$ cat config.mk
export PLATFORM = sky130hd
export DESIGN_NAME = sm_ctrl_flat
export DESIGN_NICKNAME = d
export VERILOG_FILES = /design/src/rtl/sm_ctrl_if.sv /design/src/rtl/sm_ctrl.sv /design/src/flat_wrapper.sv
export SDC_FILE = /design/constraint.sdc
export NUM_CORES = 1
export LEC_CHECK = 0
export CAP_MARGIN = 20
export CORE_MARGIN = 2
export CORE_UTILIZATION = 35
export DETAILED_ROUTE_END_ITERATION = 7
export PLACE_DENSITY = 0.52
export SYNTH_ARGS = -nofsm -noshare
export SYNTH_HDL_FRONTEND = slang
export SYNTH_SLANG_ARGS = --single-unit
$ cat constraint.sdc
create_clock -name clk -period 15.75 [get_ports clk]
set_input_delay 3.15 -clock clk [delete_from_list [all_inputs] [get_ports clk]]
set_output_delay 3.15 -clock clk [all_outputs]
set_load 0.005 [all_outputs]
$ cat src/rtl/sm_ctrl_if.sv
// Host register bus for sm_ctrl: write/read strobes, address, data and registered read return.
interface sm_ctrl_if;
  logic        wr_en;
  logic        rd_en;
  logic [3:0]  addr;
  logic [31:0] wdata;
  logic [31:0] rdata;
  logic        rvalid;

  modport master (
    output wr_en, rd_en, addr, wdata,
    input  rdata, rvalid
  );

  modport slave (
    input  wr_en, rd_en, addr, wdata,
    output rdata, rvalid
  );
endinterface

$ cat src/rtl/sm_ctrl.sv
// State-machine controller: per-SM enables, fractional-free clock dividers, restart strobes
// and wrap registers behind a small host register map.
module sm_ctrl #(
  parameter int unsigned NUM_SM = 4
) (
  input  logic                  clk,
  input  logic                  rst,
  sm_ctrl_if.slave              bus,
  output logic [NUM_SM-1:0]     sm_tick,
  output logic [NUM_SM-1:0]     sm_restart,
  output logic [5*NUM_SM-1:0]   wrap_top,
  output logic [5*NUM_SM-1:0]   wrap_bottom
);

  localparam logic [3:0] AddrCtrl = 4'h0;

  logic [NUM_SM-1:0] en_q, en_d;
  logic [NUM_SM-1:0] restart_q, restart_d;
  logic [15:0]       int_q [NUM_SM];
  logic [15:0]       int_d [NUM_SM];
  logic [15:0]       cnt_q [NUM_SM];
  logic [15:0]       cnt_d [NUM_SM];
  logic [4:0]        wbot_q [NUM_SM];
  logic [4:0]        wbot_d [NUM_SM];
  logic [4:0]        wtop_q [NUM_SM];
  logic [4:0]        wtop_d [NUM_SM];
  logic [31:0]       rdata_q, rdata_d;
  logic              rvalid_q, rvalid_d;

  logic              ctrl_wr;
  logic [NUM_SM-1:0] cnt_clr;
  logic [NUM_SM-1:0] at_last;
  logic [16:0]       div   [NUM_SM];
  logic [16:0]       last  [NUM_SM];

  // Register writes and divider counters.
  always_comb begin
    ctrl_wr   = bus.wr_en && (bus.addr == AddrCtrl);
    en_d      = en_q;
    restart_d = '0;
    cnt_clr   = '0;
    sm_tick   = '0;
    at_last   = '0;
    if (ctrl_wr) begin
      en_d      = bus.wdata[NUM_SM-1:0];
      restart_d = bus.wdata[4 +: NUM_SM];
      cnt_clr   = bus.wdata[8 +: NUM_SM];
    end
    for (int i = 0; i < NUM_SM; i++) begin
      int_d[i]  = int_q[i];
      wbot_d[i] = wbot_q[i];
      wtop_d[i] = wtop_q[i];
      if (bus.wr_en && (bus.addr == 4'(1 + i))) begin
        int_d[i]   = bus.wdata[31:16];
        cnt_clr[i] = 1'b1;
      end
      if (bus.wr_en && (bus.addr == 4'(5 + i))) begin
        wbot_d[i] = bus.wdata[4:0];
        wtop_d[i] = bus.wdata[12:8];
      end
      // INT of zero selects the full 65536 divide; 17 bits keep D-1 exact.
      div[i]     = (int_q[i] == 16'd0) ? 17'h10000 : {1'b0, int_q[i]};
      last[i]    = div[i] - 17'd1;
      at_last[i] = ({1'b0, cnt_q[i]} == last[i]);
      sm_tick[i] = en_q[i] & at_last[i];
      cnt_d[i]   = cnt_q[i];
      if (cnt_clr[i]) begin
        cnt_d[i] = '0;
      end else if (en_q[i]) begin
        cnt_d[i] = at_last[i] ? 16'd0 : cnt_q[i] + 16'd1;
      end
    end
  end

  // Read return uses pre-write state, so a same-cycle write is not visible.
  always_comb begin
    rvalid_d = bus.rd_en;
    rdata_d  = rdata_q;
    if (bus.rd_en) begin
      rdata_d = '0;
      if (bus.addr == AddrCtrl) begin
        rdata_d[NUM_SM-1:0] = en_q;
      end
      for (int i = 0; i < NUM_SM; i++) begin
        if (bus.addr == 4'(1 + i)) begin
          rdata_d[31:16] = int_q[i];
        end
        if (bus.addr == 4'(5 + i)) begin
          rdata_d[4:0]  = wbot_q[i];
          rdata_d[12:8] = wtop_q[i];
        end
      end
    end
  end

  always_ff @(posedge clk or posedge rst) begin
    if (rst) begin
      en_q      <= '0;
      restart_q <= '0;
      rdata_q   <= '0;
      rvalid_q  <= 1'b0;
      for (int i = 0; i < NUM_SM; i++) begin
        int_q[i]  <= 16'd1;
        cnt_q[i]  <= '0;
        wbot_q[i] <= 5'd31;
        wtop_q[i] <= 5'd0;
      end
    end else begin
      en_q      <= en_d;
      restart_q <= restart_d;
      rdata_q   <= rdata_d;
      rvalid_q  <= rvalid_d;
      for (int i = 0; i < NUM_SM; i++) begin
        int_q[i]  <= int_d[i];
        cnt_q[i]  <= cnt_d[i];
        wbot_q[i] <= wbot_d[i];
        wtop_q[i] <= wtop_d[i];
      end
    end
  end

  always_comb begin
    wrap_top    = '0;
    wrap_bottom = '0;
    for (int i = 0; i < NUM_SM; i++) begin
      wrap_top[5*i +: 5]    = wtop_q[i];
      wrap_bottom[5*i +: 5] = wbot_q[i];
    end
  end

  assign sm_restart = restart_q;
  assign bus.rdata  = rdata_q;
  assign bus.rvalid = rvalid_q;

endmodule
$ cat src/flat_wrapper.sv
// flat-port wrapper written by rule: the top's interface ports become plain ports
module sm_ctrl_flat 
#(
  parameter int unsigned NUM_SM = 4
)
  (clk, rst, sm_tick, sm_restart, wrap_top, wrap_bottom, bus_wr_en, bus_rd_en, bus_addr, bus_wdata, bus_rdata, bus_rvalid);
  sm_ctrl_if bus_i ();
  input  logic clk;
  input  logic rst;
  output logic [NUM_SM-1:0] sm_tick;
  output logic [NUM_SM-1:0] sm_restart;
  output logic [5*NUM_SM-1:0] wrap_top;
  output logic [5*NUM_SM-1:0] wrap_bottom;
  input wire logic [$bits(bus_i.wr_en)-1:0] bus_wr_en;
  input wire logic [$bits(bus_i.rd_en)-1:0] bus_rd_en;
  input wire logic [$bits(bus_i.addr)-1:0] bus_addr;
  input wire logic [$bits(bus_i.wdata)-1:0] bus_wdata;
  output wire logic [$bits(bus_i.rdata)-1:0] bus_rdata;
  output wire logic [$bits(bus_i.rvalid)-1:0] bus_rvalid;
  assign bus_i.wr_en = bus_wr_en;
  assign bus_i.rd_en = bus_rd_en;
  assign bus_i.addr = bus_addr;
  assign bus_i.wdata = bus_wdata;
  assign bus_rdata = bus_i.rdata;
  assign bus_rvalid = bus_i.rvalid;
  sm_ctrl #(.NUM_SM(NUM_SM)) u_core (.clk(clk), .rst(rst), .bus(bus_i), .sm_tick(sm_tick), .sm_restart(sm_restart), .wrap_top(wrap_top), .wrap_bottom(wrap_bottom));
endmodule
==> results of run 1 <==
flip-flops by register name, summed over array words and instances (netlist names):
register and flops:
u_core.bus.rdata 26, u_core.bus.rvalid 1, u_core.cnt_q 64, u_core.en_q 4
u_core.int_q 64, u_core.sm_restart 4, u_core.wrap_bottom 20, u_core.wrap_top 20
tightest hold or removal path: stages (launching register included):
cell	delay [ns]
dfrtp_1	0.34
nor2_1	0.04
a21oi_1	0.09
path summary, 6_finish.rpt:
path                                             end                 start  cells after the start  slack, ns
worst max register to register      u_core.cnt_q[61]      u_core.int_q[52]                      8      11.96
worst max-delay path                      sm_tick[0]      u_core.int_q[49]                     11       8.33
worst min-delay path            u_core.bus.rdata[23]  u_core.bus.rdata[23]                      2       0.52
max in group asynchronous           u_core.int_q[58]                   rst                      3      11.06
worst min register to register  u_core.bus.rdata[23]  u_core.bus.rdata[23]                      2       0.52
min in group asynchronous           u_core.cnt_q[53]                   rst                      2       3.22
power breakdown:
| part | internal, mW | switching [mW] |
|---|---|---|
| logic | 0.279 | 0.270 |
| clock network | 0.401 | 0.237 |
| registers | 0.634 | 0.182 |
layout make-up:
cell class | instances | area share [%]
clock buffer | 38 | 5.288
clock inverter | 10 | 1.070
inverter | 25 | 0.6988
multi-input combinational | 982 | 45.46
sequential | 203 | 35.23
tap | 455 | 3.925
timing repair buffer | 125 | 8.325
through the flow:
| step | cell area (um^2) | util (%) | setup slack (ns) |
|---|---|---|---|
| floorplan | 12140 | - | 7.101 |
| global placement | 13570 | 39.56 | 8.359 |
| detailed placement | 13580 | 39.60 | 8.331 |
| CTS | 14500 | 42.29 | 8.253 |
| global route | 14500 | 42.30 | 7.901 |
| finish | 14500 | 42.30 | 8.330 |
logic make-up after synthesis:
family	after synthesis
and+or+nand+nor	487
AOI/OAI and AO/OA	255
DFF	203
muxes	129
buffers and inverters	113
xor gates and xnor gates	93
adders and majority gates	12
other	1
layer usage:
layer / global-route usage (%) / routed length (um) / share of wire [%]
met1: 28.01 / 16950 / 48
met2: 30.08 / 15720 / 44
met3: 4.685 / 2078 / 5.8
met4: 4.383 / 757 / 2.1
met5: 0 / 23 / 0.065
synth_stat cells, types with 5 or more instances:
master,count,area (um^2)
o311ai_1,7,61.31
a22oi_1,22,165.2
nand4_1,33,206.5
nand3_1,46,230.2
dfrtp_1,179,4479
a21o_1,8,60.06
and3_1,21,131.4
buf_1,7,26.28
nor3_1,36,180.2
or3_1,20,125.1
buf_4,6,45.04
nor4b_1,5,43.79
and2_1,11,68.82
nor2_1,105,394.1
ha_1,12,150.1
o21ai_0,57,285.3
nand2_1,114,427.9
o21ai_1,5,25.02
inv_1,24,90.09
dfstp_2,24,630.6
o211ai_1,6,45.04
xnor2_1,55,481.7
or4_1,16,120.1
xor2_1,38,332.8
nor3b_1,12,90.09
mux2i_1,28,280.3
a21oi_1,70,350.3
o31ai_1,18,135.1
a31oi_1,18,112.6
nor4_1,28,175.2
or2_2,5,31.28
clkbuf_1,70,262.8
mux2_2,101,1137
nor2b_1,6,37.54
nand3b_1,5,37.54
and4_1,5,43.79
==> reports/qor.yml, run 1 <==
run_status:
  status: "finished clean"
run:
  cap_violations: 0
timing:
  whs_ns: 0.5203
  post-route-min-period_ns: 7.420
  slew_headroom_pct: 26.40
  slew_viol_final: 0
  fmax_mhz: 134.8
  finalClockSkew_ns: 0.01368
  tns_ns: 0
  final_hold_viol_count: 0
  rsz0062_at_grt: "false"
  finalCritPeriodShare_pct: 47.11
  setup_viol: 0
  tightest_slew_ns: 1.098
cells_and_area:
  final_common_cell: "dfrtp_1"
  fin_cells: 1838
  drive_gt1_share_pct: 15.04
  num_antenna_cells: 0
  synthToLayoutAreaGrowth_pct: 19.63
  regArea_mm2: 0.005110
  num-nets-final: 1415
  multi_input_area_mm2: 0.006594
  final_cell_mix: "dfrtp_1 (179), nand2_1 (114), clkdlybuf4s50_1 (109)"
  fillers: 3380
logic_synthesis:
  syn_area_per_cell_um2: 9.377
  synth_area_mm2: 0.01212
  synthCells: 1293
  yosysSeqAreaShare_pct: 42.15
  yosys_warnings: 0
  ys.flop_type: "dfrtp_1"
  ys_types: 73
  synth-simple-area-share_pct: 20.87
  synth_edf_count: 0
  synth-adder-area-share_pct: 1.238
  ys_ff_latch: 203
  postSynth.asyncResetShare_pct: 100.0
  synthXorXnorAreaFrac_pct: 6.718
  synth-compound-area-share_pct: 13.47
  synth_mux_area_share_pct: 11.69
  synth_top_family_by_area: "simple AND/OR/NAND/NOR gates"
global_route:
  grt.overflow.total: 0
  antenna_found_initial: 2
  grt_pass1_vias: 9728
  track_usage_pct: 19.62
  grt_pass1_wl_um: 56590
  grt_max_degree: 136
placement:
  routabilityCongestion: 0.8514
  post-dp-hpwl_um: 25130
  dp.cells: 1789
  port_buffers: 111
drt:
  wl_per_cell_um: 19.33
  num_vias: 10130
  drtIter0Drc: 691
  drc: 0
  vias_per_cell: 5.509
  drt_wl_total_um: 35520
  final_antenna_net_count: 0
  firstDrtPassIters: 5
clock_tree:
  cts_max_level: 1
  clock_latency_ns: 0.54
  clk_pin_slew_ns: 0.06
  cts_max_path_buffers: 3
  cts_hold_buf: 0
  post-cts-setup-buffers: 0
  cts_resized: 0
  numCtsBuffers: 26
  clock-sinks: 203
  clockRootBuffer: "clkbuf_16"
  cts_tree: "built"
critical_path:
  worst-path-max-fanout: 8
  worstSetupPathType: "reg2out"
  cp_slowest_cell: "nor3b_1"
  cp_cell_sequence: "inv_1 -> ha_1 -> nor3b_1 -> nand2_1 -> xnor2_1 -> or4b_2 -> nor3_1 -> nand3_1 -> nor4_1 -> and2_1 -> clkdlybuf4s50_1"
  critPathCaptureType: "output pin"
  cp_top_family: "simple AND/OR/NAND/NOR gates"
  critPathLaunchType: "flip-flop"
  critPathMaxStageDelay_ns: 0.78
  crit_buf_inv: 2
  critPathArrivalTime_ns: 4.27
  cp.required_ns: 12.60
floorplanning:
  num_io_pins: 121
  rows: 68
  fp.dieH_um: 190.1
  start_util_pct: 35.36
  dieWidth_um: 190.1
  dieArea_mm2: 0.03615
  core_mm2: 0.03429
pwr:
  p_leak_nw: 5.720
  peakVddDrop_v: 0.00008827
  design_power_total_mw: 2.004
  power_density_mw_per_mm2: 138.2
min_path:
  hp-class: "reg2reg"
(Power assumes the default switching activity.)
==> inputs of run 2 (changes only) <==
--- a/config.mk
+++ b/config.mk
@@ -9,7 +9,7 @@
 export CORE_MARGIN = 2
 export CORE_UTILIZATION = 35
 export DETAILED_ROUTE_END_ITERATION = 7
-export PLACE_DENSITY = 0.52
+export PLACE_DENSITY = 0.54
 export SYNTH_ARGS = -nofsm -noshare
 export SYNTH_HDL_FRONTEND = slang
 export SYNTH_SLANG_ARGS = --single-unit
==> constraint.sdc (replaced) <==
create_clock -name clk -period 6 [get_ports clk]
set_input_delay 1.2 -clock clk [delete_from_list [all_inputs] [get_ports clk]]
set_output_delay 1.2 -clock clk [all_outputs]
set_load 0.005 [all_outputs]
==> run 2 against run 1 <==
Net effect:
- first-iteration DRC count grew 1.6%
- non-clock buffer count grew 6
- worst setup slack lost 7.8 ns
- core utilization grew 0.20 points
- register-to-register slack lost 9.7 ns
- die area is the same
- via count shrank 0.13%
- clock power grew to 2.6 times the previous value
- final area grew 0.47%
- sequential cell count is the same
- clock-buffer cell count shrank 4
- critical endpoint unchanged
==> reports/qor.yml, run 2 (same netlist as run 1, synthesis figures left out) <==
timing:
  final_hold_viol_count: 0  # unchanged
  setup_viol: 0  # unchanged
  tns_ns: 0  # unchanged
  rsz0062_at_grt: "false"
  finalClockSkew_ns: 0.02287  # +0.009192 ns
  slew_headroom_pct: 32.55  # +6.1 points
  slew_viol_final: 0  # unchanged
  tightest_slew_ns: 1.008  # -0.08990 ns
  setup_ws_ns: 0.5335  # -7.796 ns
  whs_ns: 0.5220  # +0.001729 ns
  fmax_mhz: 182.9
  post-route-min-period_ns: 5.466
  finalCritPeriodShare_pct: 91.11
global_route:
  grt.overflow.total: 0  # unchanged
  grt_pass1_vias: 9910  # +1.9%
  grt_pass1_wl_um: 56470  # -0.21%
  track_usage_pct: 19.46  # -0.16 points
  grt_max_degree: 115  # -15%
  antenna_found_initial: 1  # -1
floorplanning:
  dieWidth_um: 190.1  # unchanged
  start_util_pct: 35.36  # unchanged
  rows: 68  # unchanged
  fp.dieH_um: 190.1  # unchanged
  dieArea_mm2: 0.03615  # unchanged
  num_io_pins: 121  # unchanged
  core_mm2: 0.03429  # unchanged
clock_tree:
  clock-sinks: 203  # unchanged
  clk_pin_slew_ns: 0.06  # about the same
  cts_max_path_buffers: 3  # unchanged
  clockRootBuffer: "clkbuf_16"
  cts_max_level: 1  # unchanged
  cts_resized: 0  # unchanged
  numCtsBuffers: 26  # unchanged
  cts_hold_buf: 0  # unchanged
  cts_tree: "built"
  post-cts-setup-buffers: 0  # unchanged
  clock_latency_ns: 0.54  # about the same
cells_and_area:
  fillers: 3419  # +1.2%
  final_cell_mix: "dfrtp_1 (179), nand2_1 (114), clkdlybuf4s50_1 (109)"
  num-nets-final: 1421  # +0.42%
  final_area_mm2: 0.01457  # +0.47%
  final_common_cell: "dfrtp_1"
  drive_gt1_share_pct: 15.71  # +0.67 points
  synthToLayoutAreaGrowth_pct: 20.19
placement:
  port_buffers: 111  # unchanged
  post-dp-hpwl_um: 24820  # -1.2%
  pre_cts_ws_ns: 1.057  # -7.273 ns
  routabilityCongestion: 0.8764  # +2.9%
  placed_cell_area_mm2: 0.01363  # +0.37%
drt:
  vias_per_cell: 5.484  # -0.45%
  drc: 0  # unchanged
  wl_per_cell_um: 18.84  # -2.5%
  final_antenna_net_count: 0  # unchanged
  firstDrtPassIters: 5  # unchanged
  drtIter0Drc: 702  # +1.6%
  drt_wl_total_um: 34740  # -2.2%
  num_vias: 10110  # -0.13%
critical_path:
  crit_top_cell: "nand3_1"
  cp_top_family: "simple AND/OR/NAND/NOR gates"
  cp_cell_sequence: "inv_1 -> ha_1 -> nor3b_1 -> a21o_1 -> nand3_1 -> or4b_2 -> nor3_1 -> nand3_1 -> nor4_1 -> and2_1 -> clkdlybuf4s50_1"
  critPathMaxStageDelay_ns: 0.78  # about the same
  critPathCaptureType: "output pin"
  ff2ff_setup_slack_ns: 2.29  # -9.67 ns
  critPathLaunchType: "flip-flop"
  worstSetupPathType: "reg2out"
  crit_buf_inv: 2  # unchanged
  cp.required_ns: 4.80  # -7.80 ns
  cp_slowest_cell: "nor3b_1"
  critPathArrivalTime_ns: 4.27  # about the same
  worst-path-max-fanout: 8  # unchanged
pwr:
  switchingPower_mw: 1.819  # +160%
  peakVddDrop_v: 0.0002103  # +140%
  seq_power_share_pct: 40.5  # -0.2 points
  design_power_total_mw: 5.272  # +160%
  switching_share_pct: 34.51  # +0.080 points
  p_clk_share_pct: 32.0  # about the same
  power_density_mw_per_mm2: 361.8  # +160%
  p_comb_share_pct: 27.5  # about the same
  p_leak_nw: 5.761  # +0.72%
  intPower_mw: 3.453  # +160%
run_status:
  status: "finished clean"
min_path:
  hp-class: "reg2reg"
run:
  cap_violations: 0  # unchanged
## run 2: cell count changes in the layout (fill, tap and decap cells not counted), sizes merged
cell / delta
buf: +7
clkbuf: -5
inv: -1
clkinv: +4
diode: +1
## run 2: worst min-delay path: stages (launching register included)
cell     delay (ns)
dfrtp_1        0.34
nor2_1         0.04
a21oi_1        0.09
## run 2: final timing paths
path | from | end | cells past startpoint
setup / recovery | u_core.int_q[49] | sm_tick[0] | 11
hold / removal | u_core.bus.rdata[19] | u_core.bus.rdata[19] | 2
setup reg to reg | u_core.int_q[52] | u_core.cnt_q[61] | 8
hold reg to reg | u_core.bus.rdata[19] | u_core.bus.rdata[19] | 2
max in group asynchronous | rst | u_core.cnt_q[7] | 3
min in group asynchronous | rst | u_core.cnt_q[31] | 2
## run 2: metrics by stage
step | util (%) | std cells
3_3_place_gp | 39.74 | 1795
4_1_cts | 42.48 | 1842
5_1_grt | 42.49 | 1843
3_5_place_dp | 39.74 | 1795
2_1_floorplan | - | 1298
6_report | 42.50 | 1844
## run 2: cell type report
cell class	instances	area, um^2	share of cell area (%)
multi-input cells	982	6594	45.25
flip-flops and latches	203	5110	35.07
repair buffers	131	1261	8.655
clock buffers	34	750.7	5.152
well taps	455	569.3	3.907
clock inverters	13	186.4	1.279
inverters	25	97.59	0.6698
diodes	1	2.502	0.01717
## run 2: power by group through the flow
stage | Sequential [mW] | Clock [mW] | Combinational, mW
3_3_place_gp | 2.14 | 0 | 1.43
4_1_cts | 2.13 | 1.73 | 1.46
5_1_grt | 2.19 | 1.79 | 1.63
3_5_place_dp | 2.15 | 0 | 1.45
6_report | 2.13 | 1.69 | 1.45
2_1_floorplan | 1.91 | 0 | 1.14
## run 2: per-layer routing
layer | global-route usage (%) | wire length (um) | vias to the layer above
met2 | 30.31 | 15450 | 224
met1 | 27.60 | 16440 | 4980
met4 | 4.085 | 690 | 0
li1 | - | - | 4875
met3 | 4.483 | 2162 | 34
met5 | 0 | 0 | -
